### src/rtl/axi4_lite_slave_ctrl_if.sv
// AXI4-Lite bus bundle between an AXI master and axi4_lite_slave_ctrl.
interface axi4_lite_slave_ctrl_if #(
  parameter int ADDR_WIDTH = 32,
  parameter int DATA_WIDTH = 32
);
  logic [ADDR_WIDTH-1:0]   s_axi_awaddr;
  logic                    s_axi_awvalid;
  logic                    s_axi_awready;
  logic [DATA_WIDTH-1:0]   s_axi_wdata;
  logic [DATA_WIDTH/8-1:0] s_axi_wstrb;
  logic                    s_axi_wvalid;
  logic                    s_axi_wready;
  logic [1:0]              s_axi_bresp;
  logic                    s_axi_bvalid;
  logic                    s_axi_bready;
  logic [ADDR_WIDTH-1:0]   s_axi_araddr;
  logic                    s_axi_arvalid;
  logic                    s_axi_arready;
  logic [DATA_WIDTH-1:0]   s_axi_rdata;
  logic [1:0]              s_axi_rresp;
  logic                    s_axi_rvalid;
  logic                    s_axi_rready;

  modport slave (
    input  s_axi_awaddr, s_axi_awvalid, s_axi_wdata, s_axi_wstrb, s_axi_wvalid,
           s_axi_bready, s_axi_araddr, s_axi_arvalid, s_axi_rready,
    output s_axi_awready, s_axi_wready, s_axi_bresp, s_axi_bvalid,
           s_axi_arready, s_axi_rdata, s_axi_rresp, s_axi_rvalid
  );

  modport master (
    output s_axi_awaddr, s_axi_awvalid, s_axi_wdata, s_axi_wstrb, s_axi_wvalid,
           s_axi_bready, s_axi_araddr, s_axi_arvalid, s_axi_rready,
    input  s_axi_awready, s_axi_wready, s_axi_bresp, s_axi_bvalid,
           s_axi_arready, s_axi_rdata, s_axi_rresp, s_axi_rvalid
  );
endinterface

### src/rtl/axi4_lite_slave_ctrl.sv
// AXI4-Lite slave engine: turns each accepted write/read into a one-cycle
// register-file request and returns the result on B/R. Read and write paths are independent.
module axi4_lite_slave_ctrl #(
  parameter int ADDR_WIDTH = 32,
  parameter int DATA_WIDTH = 32,
  parameter int NUM_REGS   = 16
) (
  input  logic                    clk,
  input  logic                    rst_n,
  axi4_lite_slave_ctrl_if.slave   axi,
  output logic [ADDR_WIDTH-1:0]   wr_addr_o,
  output logic [DATA_WIDTH-1:0]   wr_data_o,
  output logic [DATA_WIDTH/8-1:0] wr_strb_o,
  output logic                    wr_en_o,
  input  logic [1:0]              wr_resp_i,
  output logic [ADDR_WIDTH-1:0]   rd_addr_o,
  output logic                    rd_en_o,
  input  logic [DATA_WIDTH-1:0]   rd_data_i,
  input  logic [1:0]              rd_resp_i
);
  localparam int STRB_WIDTH = DATA_WIDTH / 8;
  localparam logic [ADDR_WIDTH-1:0] ADDR_LIMIT = ADDR_WIDTH'(NUM_REGS * 4);
  localparam logic [1:0] RESP_SLVERR = 2'b10;

  typedef enum logic [1:0] {W_IDLE, W_EXEC, W_RESP} w_state_e;
  typedef enum logic [1:0] {R_IDLE, R_EXEC, R_RESP} r_state_e;

  w_state_e              w_state_q;
  logic                  aw_held_q, w_held_q;
  logic                  awready_q, wready_q, bvalid_q;
  logic [1:0]            bresp_q;
  logic [ADDR_WIDTH-1:0] awaddr_q, wr_addr_q;
  logic [DATA_WIDTH-1:0] wdata_q, wr_data_q;
  logic [STRB_WIDTH-1:0] wstrb_q, wr_strb_q;
  logic                  wr_en_q;

  r_state_e              r_state_q;
  logic                  arready_q, rvalid_q, rd_en_q;
  logic [1:0]            rresp_q;
  logic [ADDR_WIDTH-1:0] rd_addr_q;
  logic [DATA_WIDTH-1:0] rdata_q;

  logic                  aw_hs, w_hs, aw_have, w_have, ar_hs;
  logic [ADDR_WIDTH-1:0] awaddr_d;
  logic [DATA_WIDTH-1:0] wdata_d;
  logic [STRB_WIDTH-1:0] wstrb_d;

  // Readies are only ever high in the IDLE states, so handshakes imply IDLE.
  assign aw_hs    = axi.s_axi_awvalid & awready_q;
  assign w_hs     = axi.s_axi_wvalid & wready_q;
  assign ar_hs    = axi.s_axi_arvalid & arready_q;
  assign aw_have  = aw_held_q | aw_hs;
  assign w_have   = w_held_q | w_hs;
  assign awaddr_d = aw_hs ? axi.s_axi_awaddr : awaddr_q;
  assign wdata_d  = w_hs ? axi.s_axi_wdata : wdata_q;
  assign wstrb_d  = w_hs ? axi.s_axi_wstrb : wstrb_q;

  always_ff @(posedge clk or negedge rst_n) begin
    if (!rst_n) begin
      w_state_q <= W_IDLE;
      aw_held_q <= 1'b0;
      w_held_q  <= 1'b0;
      awready_q <= 1'b0;
      wready_q  <= 1'b0;
      bvalid_q  <= 1'b0;
      bresp_q   <= 2'b00;
      awaddr_q  <= '0;
      wdata_q   <= '0;
      wstrb_q   <= '0;
      wr_addr_q <= '0;
      wr_data_q <= '0;
      wr_strb_q <= '0;
      wr_en_q   <= 1'b0;
    end else begin
      case (w_state_q)
        W_IDLE: begin
          if (aw_hs) begin
            aw_held_q <= 1'b1;
            awaddr_q  <= axi.s_axi_awaddr;
          end
          if (w_hs) begin
            w_held_q <= 1'b1;
            wdata_q  <= axi.s_axi_wdata;
            wstrb_q  <= axi.s_axi_wstrb;
          end
          if (aw_have && w_have) begin
            aw_held_q <= 1'b0;
            w_held_q  <= 1'b0;
            awready_q <= 1'b0;
            wready_q  <= 1'b0;
            wr_addr_q <= awaddr_d;
            wr_data_q <= wdata_d;
            wr_strb_q <= wstrb_d;
            wr_en_q   <= (awaddr_d < ADDR_LIMIT);
            w_state_q <= W_EXEC;
          end else begin
            awready_q <= ~aw_have;
            wready_q  <= ~w_have;
          end
        end
        W_EXEC: begin
          // wr_en_q doubles as the in-range flag for this transaction.
          wr_en_q   <= 1'b0;
          bvalid_q  <= 1'b1;
          bresp_q   <= wr_en_q ? wr_resp_i : RESP_SLVERR;
          w_state_q <= W_RESP;
        end
        W_RESP: begin
          if (axi.s_axi_bready) begin
            bvalid_q  <= 1'b0;
            awready_q <= 1'b1;
            wready_q  <= 1'b1;
            w_state_q <= W_IDLE;
          end
        end
        default: w_state_q <= W_IDLE;
      endcase
    end
  end

  always_ff @(posedge clk or negedge rst_n) begin
    if (!rst_n) begin
      r_state_q <= R_IDLE;
      arready_q <= 1'b0;
      rvalid_q  <= 1'b0;
      rd_en_q   <= 1'b0;
      rresp_q   <= 2'b00;
      rd_addr_q <= '0;
      rdata_q   <= '0;
    end else begin
      case (r_state_q)
        R_IDLE: begin
          if (ar_hs) begin
            arready_q <= 1'b0;
            rd_addr_q <= axi.s_axi_araddr;
            rd_en_q   <= (axi.s_axi_araddr < ADDR_LIMIT);
            r_state_q <= R_EXEC;
          end else begin
            arready_q <= 1'b1;
          end
        end
        R_EXEC: begin
          rd_en_q   <= 1'b0;
          rvalid_q  <= 1'b1;
          rdata_q   <= rd_en_q ? rd_data_i : '0;
          rresp_q   <= rd_en_q ? rd_resp_i : RESP_SLVERR;
          r_state_q <= R_RESP;
        end
        R_RESP: begin
          if (axi.s_axi_rready) begin
            rvalid_q  <= 1'b0;
            arready_q <= 1'b1;
            r_state_q <= R_IDLE;
          end
        end
        default: r_state_q <= R_IDLE;
      endcase
    end
  end

  assign axi.s_axi_awready = awready_q;
  assign axi.s_axi_wready  = wready_q;
  assign axi.s_axi_bvalid  = bvalid_q;
  assign axi.s_axi_bresp   = bresp_q;
  assign axi.s_axi_arready = arready_q;
  assign axi.s_axi_rvalid  = rvalid_q;
  assign axi.s_axi_rdata   = rdata_q;
  assign axi.s_axi_rresp   = rresp_q;
  assign wr_addr_o         = wr_addr_q;
  assign wr_data_o         = wr_data_q;
  assign wr_strb_o         = wr_strb_q;
  assign wr_en_o           = wr_en_q;
  assign rd_addr_o         = rd_addr_q;
  assign rd_en_o           = rd_en_q;
endmodule

### src/flat_wrapper.sv
// flat-port wrapper written by rule: the top's interface ports become plain ports
module axi4_lite_slave_ctrl_flat 
#(
  parameter int ADDR_WIDTH = 32,
  parameter int DATA_WIDTH = 32,
  parameter int NUM_REGS   = 16
)
  (clk, rst_n, wr_addr_o, wr_data_o, wr_strb_o, wr_en_o, wr_resp_i, rd_addr_o, rd_en_o, rd_data_i, rd_resp_i, axi_s_axi_awaddr, axi_s_axi_awvalid, axi_s_axi_wdata, axi_s_axi_wstrb, axi_s_axi_wvalid, axi_s_axi_bready, axi_s_axi_araddr, axi_s_axi_arvalid, axi_s_axi_rready, axi_s_axi_awready, axi_s_axi_wready, axi_s_axi_bresp, axi_s_axi_bvalid, axi_s_axi_arready, axi_s_axi_rdata, axi_s_axi_rresp, axi_s_axi_rvalid);
  axi4_lite_slave_ctrl_if #(.ADDR_WIDTH(ADDR_WIDTH), .DATA_WIDTH(DATA_WIDTH)) axi_i ();
  input  logic clk;
  input  logic rst_n;
  output logic [ADDR_WIDTH-1:0] wr_addr_o;
  output logic [DATA_WIDTH-1:0] wr_data_o;
  output logic [DATA_WIDTH/8-1:0] wr_strb_o;
  output logic wr_en_o;
  input  logic [1:0] wr_resp_i;
  output logic [ADDR_WIDTH-1:0] rd_addr_o;
  output logic rd_en_o;
  input  logic [DATA_WIDTH-1:0] rd_data_i;
  input  logic [1:0] rd_resp_i;
  input wire logic [$bits(axi_i.s_axi_awaddr)-1:0] axi_s_axi_awaddr;
  input wire logic [$bits(axi_i.s_axi_awvalid)-1:0] axi_s_axi_awvalid;
  input wire logic [$bits(axi_i.s_axi_wdata)-1:0] axi_s_axi_wdata;
  input wire logic [$bits(axi_i.s_axi_wstrb)-1:0] axi_s_axi_wstrb;
  input wire logic [$bits(axi_i.s_axi_wvalid)-1:0] axi_s_axi_wvalid;
  input wire logic [$bits(axi_i.s_axi_bready)-1:0] axi_s_axi_bready;
  input wire logic [$bits(axi_i.s_axi_araddr)-1:0] axi_s_axi_araddr;
  input wire logic [$bits(axi_i.s_axi_arvalid)-1:0] axi_s_axi_arvalid;
  input wire logic [$bits(axi_i.s_axi_rready)-1:0] axi_s_axi_rready;
  output wire logic [$bits(axi_i.s_axi_awready)-1:0] axi_s_axi_awready;
  output wire logic [$bits(axi_i.s_axi_wready)-1:0] axi_s_axi_wready;
  output wire logic [$bits(axi_i.s_axi_bresp)-1:0] axi_s_axi_bresp;
  output wire logic [$bits(axi_i.s_axi_bvalid)-1:0] axi_s_axi_bvalid;
  output wire logic [$bits(axi_i.s_axi_arready)-1:0] axi_s_axi_arready;
  output wire logic [$bits(axi_i.s_axi_rdata)-1:0] axi_s_axi_rdata;
  output wire logic [$bits(axi_i.s_axi_rresp)-1:0] axi_s_axi_rresp;
  output wire logic [$bits(axi_i.s_axi_rvalid)-1:0] axi_s_axi_rvalid;
  assign axi_i.s_axi_awaddr = axi_s_axi_awaddr;
  assign axi_i.s_axi_awvalid = axi_s_axi_awvalid;
  assign axi_i.s_axi_wdata = axi_s_axi_wdata;
  assign axi_i.s_axi_wstrb = axi_s_axi_wstrb;
  assign axi_i.s_axi_wvalid = axi_s_axi_wvalid;
  assign axi_i.s_axi_bready = axi_s_axi_bready;
  assign axi_i.s_axi_araddr = axi_s_axi_araddr;
  assign axi_i.s_axi_arvalid = axi_s_axi_arvalid;
  assign axi_i.s_axi_rready = axi_s_axi_rready;
  assign axi_s_axi_awready = axi_i.s_axi_awready;
  assign axi_s_axi_wready = axi_i.s_axi_wready;
  assign axi_s_axi_bresp = axi_i.s_axi_bresp;
  assign axi_s_axi_bvalid = axi_i.s_axi_bvalid;
  assign axi_s_axi_arready = axi_i.s_axi_arready;
  assign axi_s_axi_rdata = axi_i.s_axi_rdata;
  assign axi_s_axi_rresp = axi_i.s_axi_rresp;
  assign axi_s_axi_rvalid = axi_i.s_axi_rvalid;
  axi4_lite_slave_ctrl #(.ADDR_WIDTH(ADDR_WIDTH), .DATA_WIDTH(DATA_WIDTH), .NUM_REGS(NUM_REGS)) u_core (.clk(clk), .rst_n(rst_n), .axi(axi_i), .wr_addr_o(wr_addr_o), .wr_data_o(wr_data_o), .wr_strb_o(wr_strb_o), .wr_en_o(wr_en_o), .wr_resp_i(wr_resp_i), .rd_addr_o(rd_addr_o), .rd_en_o(rd_en_o), .rd_data_i(rd_data_i), .rd_resp_i(rd_resp_i));
endmodule
### config.mk
export PLATFORM = sky130hd
export DESIGN_NAME = axi4_lite_slave_ctrl_flat
export DESIGN_NICKNAME = d
export VERILOG_FILES = /design/src/rtl/axi4_lite_slave_ctrl_if.sv /design/src/rtl/axi4_lite_slave_ctrl.sv /design/src/flat_wrapper.sv
export SDC_FILE = /design/constraint.sdc
export NUM_CORES = 1
export LEC_CHECK = 0
export CAP_MARGIN = 10
export CELL_PAD_IN_SITES_DETAIL_PLACEMENT = 0
export CELL_PAD_IN_SITES_GLOBAL_PLACEMENT = 2
export CORE_UTILIZATION = 29
export DETAILED_ROUTE_END_ITERATION = 16
export GPL_ROUTABILITY_DRIVEN = 0
export PLACE_DENSITY_LB_ADDON = 0.1
export SLEW_MARGIN = 15
export SYNTH_ARGS = -nofsm -noshare
export SYNTH_HDL_FRONTEND = slang
export SYNTH_SLANG_ARGS = --single-unit
### constraint.sdc
create_clock -name clk -period 1.8 [get_ports clk]
set_input_delay 0.27 -clock clk [delete_from_list [all_inputs] [get_ports clk]]
set_output_delay 0.27 -clock clk [all_outputs]
set_load 0.01 [all_outputs]
==> results_dict.tcl <==
set metrics [dict create \
    post_dp_cell_area_mm2 0.0124 \
    antenna_found_initial 0 \
    clock-root-buffer "sky130_fd_sc_hd__clkbuf_16" \
    dp.cells 1401 \
    synth_async_sr_flop_share_pct 100 \
    seq_area_frac_synth_pct 60.8 \
    critical_path_buf_inv_count 1 \
    post-route-drc-count 0 \
    gr-usage-all-layers_pct 15.4 \
    finish.instance_area_mm2 0.0133 \
    grt_max_degree 61 \
    post_synth_top_flop "sky130_fd_sc_hd__dfrtp_1" \
    fin_hold_ws_ns 0.251 \
    syn_nets 886 \
    max_slew.worst_pin.slew_ns 0.403 \
    yosysWarningCount 0 \
    setup.worst_path.end_class "primary output" \
    post-route-min-period_ns 1.74 \
    gr-total-overflow 0 \
    worstPathCellList "clkdlybuf4s50_1" \
    route.final.wire_length_um 24100 \
    crit_path_class "register to primary output" \
    final_core_utilization_pct 44.3 \
    synth_edf_count 0 \
    die_w_um 178 \
    power.density_mw_per_mm2 1640 \
    power_frac_seq_pct 37.1 \
    intPower_mw 14.9 \
    route.detailed.wl_per_inst_um 16.6 \
    nFillCells 2917 \
    post_drt_via_cell_ratio 4.47 \
    cts.reportedPaths.clkPinSlew_ns 0.06 \
    initialDrtViolationCount 210 \
    cp_top_family "buffers and inverters" \
    skew_ns 0.0201 \
    initial_utilization_pct 29.8 \
    report.final.setup_viol 0 \
    post_route_cells_drive_above_1_share_pct 16.8 \
    r2r_cells 6 \
    dp_hpwl_um 17300 \
    ys_seq_elements 217 \
    worst_reg2reg_startpoint "u_core.axi.s_axi_wready" \
    synthToLayoutAreaGrowth_pct 48.4 \
    critPathMaxFanout 2 \
    ant_nets 0 \
    finish.net_count 1184 \
    area_of_the_mapped_netlist_mm2 0.00894 \
    placement_rows 63 \
    slack_of_the_worst_reg_to_reg_path_ns 0.12 \
    postSynthAreaPerCell_um2 12.0 \
    total_leakage_power_nw 5.69 \
    cts_inserted_buffers 26 \
    max-cap-violations 0 \
    synth_largest_area_cell "sky130_fd_sc_hd__dfrtp_1" \
    post_synth_most_frequent_cells "sky130_fd_sc_hd__dfrtp_1 (217), sky130_fd_sc_hd__nand2_1 (141), sky130_fd_sc_hd__mux2_2 (100)" \
    setup.worst_path.start_class "register" \
    post-route-period-util_pct 96.6 \
    stdcell_count 1450 \
    clkLatencyLatePin_ns 0.53 \
    worst_ir_drop_vdd_v 0.000843 \
    timing.final.max_slew_violations 0 \
    num_antenna_cells 0 \
    die_area_mm2 0.0315 \
    number_of_global_route_vias_before_repair 6531 \
    synth_top_area_share_pct 60.8 \
    hp-class "input port to asynchronous set/reset pin" \
    critical-path-max-stage-delay_ns 0.59 \
    drt-pass1-iter-count 4 \
    tritoncts "built" \
    timing.fmax_ghz 0.575 \
    clock_network_fraction_of_design_power_pct 23.4 \
    top_level_i_o_count 286 \
    synthCells 743 \
    r2r_end "u_core.wr_data_o[29]" \
    outcome "complete, no violations" \
    placeableCoreArea_mm2 0.0300 \
    chipHeight_um 178 \
    ys_top_cells_by_area "sky130_fd_sc_hd__dfrtp_1 (61%), sky130_fd_sc_hd__mux2_2 (13%), sky130_fd_sc_hd__mux2i_1 (7.7%), sky130_fd_sc_hd__nand2_1 (5.9%), sky130_fd_sc_hd__o21ai_0 (4.9%)" \
    ctsHtreeMaxLevel 1 \
    timing.critical_path.arrival_ns 1.47 \
    rsz_0062_raised_after_global_routing "false" \
    final_hold_violation_count 0 \
    critical_path_required_ns 1.53 \
    unique_masters_post_synth 32 \
    via_count 6488 \
    p_comb_share_pct 39.5 \
    numPortBuffers 285 \
    synth_most_common_cell "sky130_fd_sc_hd__dfrtp_1" \
    grt_first_pass_wirelength_um 37900 \
    p_switching_mw 6.88 \
    cts.path.max_buffers 3 \
    tritoncts_num_sinks 217 \
    cpMaxStageDelayCell "sky130_fd_sc_hd__clkdlybuf4s50_1" \
    slew_headroom_pct 73.1 \
    switching_share_pct 31.6 \
]
## per-layer routing
layer	routed length, um	global-route usage [%]	share of wire [%]	vias up
li1	-	-	-	3180
met1	10800	21.0	45	3081
met2	10900	23.7	45	193
met3	1840	4.80	7.6	34
met4	494	3.60	2.1	0
met5	0	0	0	-
## registers in the layout, indices dropped and copies added, names as in the netlist, 2 cells and up
signal and cells:
u_core.awaddr_q 32, u_core.axi.s_axi_bresp 2, u_core.axi.s_axi_rdata 32, u_core.axi.s_axi_rresp 2, u_core.r_state_q 2, u_core.rd_addr_o 32
u_core.w_state_q 2, u_core.wdata_q 32, u_core.wr_addr_o 32, u_core.wr_data_o 32, u_core.wr_strb_o 4, u_core.wstrb_q 4
## final cells by class
cell class / count / area (um2) / share of cell area [%]
Clock inverter: 4 / 20.0 / 0.151
Tap cell: 390 / 488 / 3.68
Inverter: 5 / 18.8 / 0.141
Multi-Input combinational cell: 475 / 3250 / 24.5
Sequential cell: 217 / 5430 / 40.9
Clock buffer: 43 / 816 / 6.15
Timing Repair Buffer: 316 / 3240 / 24.4
## power groups by stage
stage	Clock (mW)	Combinational [mW]	Sequential, mW
after detailed placement	0	8.72	8.18
after CTS	5.31	8.76	8.11
final	5.09	8.58	8.07
after floorplan	0	4.20	8.51
after global routing	5.47	9.48	8.37
after global placement	0	8.66	8.15
## placed cells by master, fill, tap and decap left out, drive strengths merged, types with 2 or more instances in the layout
cell type / instances
nor3: 2
buf: 31
nor4: 17
nand3: 2
nand4: 4
dlygate4sd2: 2
mux2i: 69
nor2b: 2
clkdlybuf4s50: 277
dfrtp: 217
o21ai: 108
nand2b: 2
dlymetal6s2s: 5
nor3b: 2
clkinv: 4
mux2: 100
nand2: 141
o21a: 2
nor2: 9
a21oi: 7
clkbuf: 43
inv: 5
## worst max path at each step
stage | cells after the start | endpoint | start | slack, ns
final | 1 | axi_s_axi_rdata[19] | u_core.axi.s_axi_rdata[19] | 0.06
after global routing | 1 | wr_addr_o[31] | u_core.wr_addr_o[31] | 0.0003
after CTS | 1 | axi_s_axi_bvalid | u_core.axi.s_axi_bvalid | 0.002
after detailed placement | 6 | u_core.wr_addr_o[1] | axi_s_axi_wvalid | -0.21
after global placement | 6 | u_core.wr_addr_o[1] | axi_s_axi_wvalid | -0.18
after floorplan | 6 | u_core.wdata_q[10] | u_core.axi.s_axi_wready | 0.12
## kinds of logic after synthesis
logic type | synth area share (%)
buffers and inverters | 3.05
AOI/OAI and AO/OA | 7.01
and+or+nand+nor | 8.86
muxes | 20.3
DFF | 60.8
## through the flow
stage / setup TNS, ns / power [mW] / setup WS, ns
CTS: 0 / 22.2 / 0.00208
detailed placement: -21.16 / 16.9 / -0.210
floorplan: 0 / 12.7 / 0.116
finish: 0 / 21.7 / 0.0619
global route: 0 / 23.3 / 0.000309
global placement: -19.83 / 16.8 / -0.182
## what timing repair did
action / CTS / global route
setup buffers: 1 / 0
resized for setup: 2 / 5
endpoints found under the hold margin: 41 / 0
hold buffers: 1 / 0
setup endpoints to repair: 3 / 5
Power figures use the tool's default switching activity.
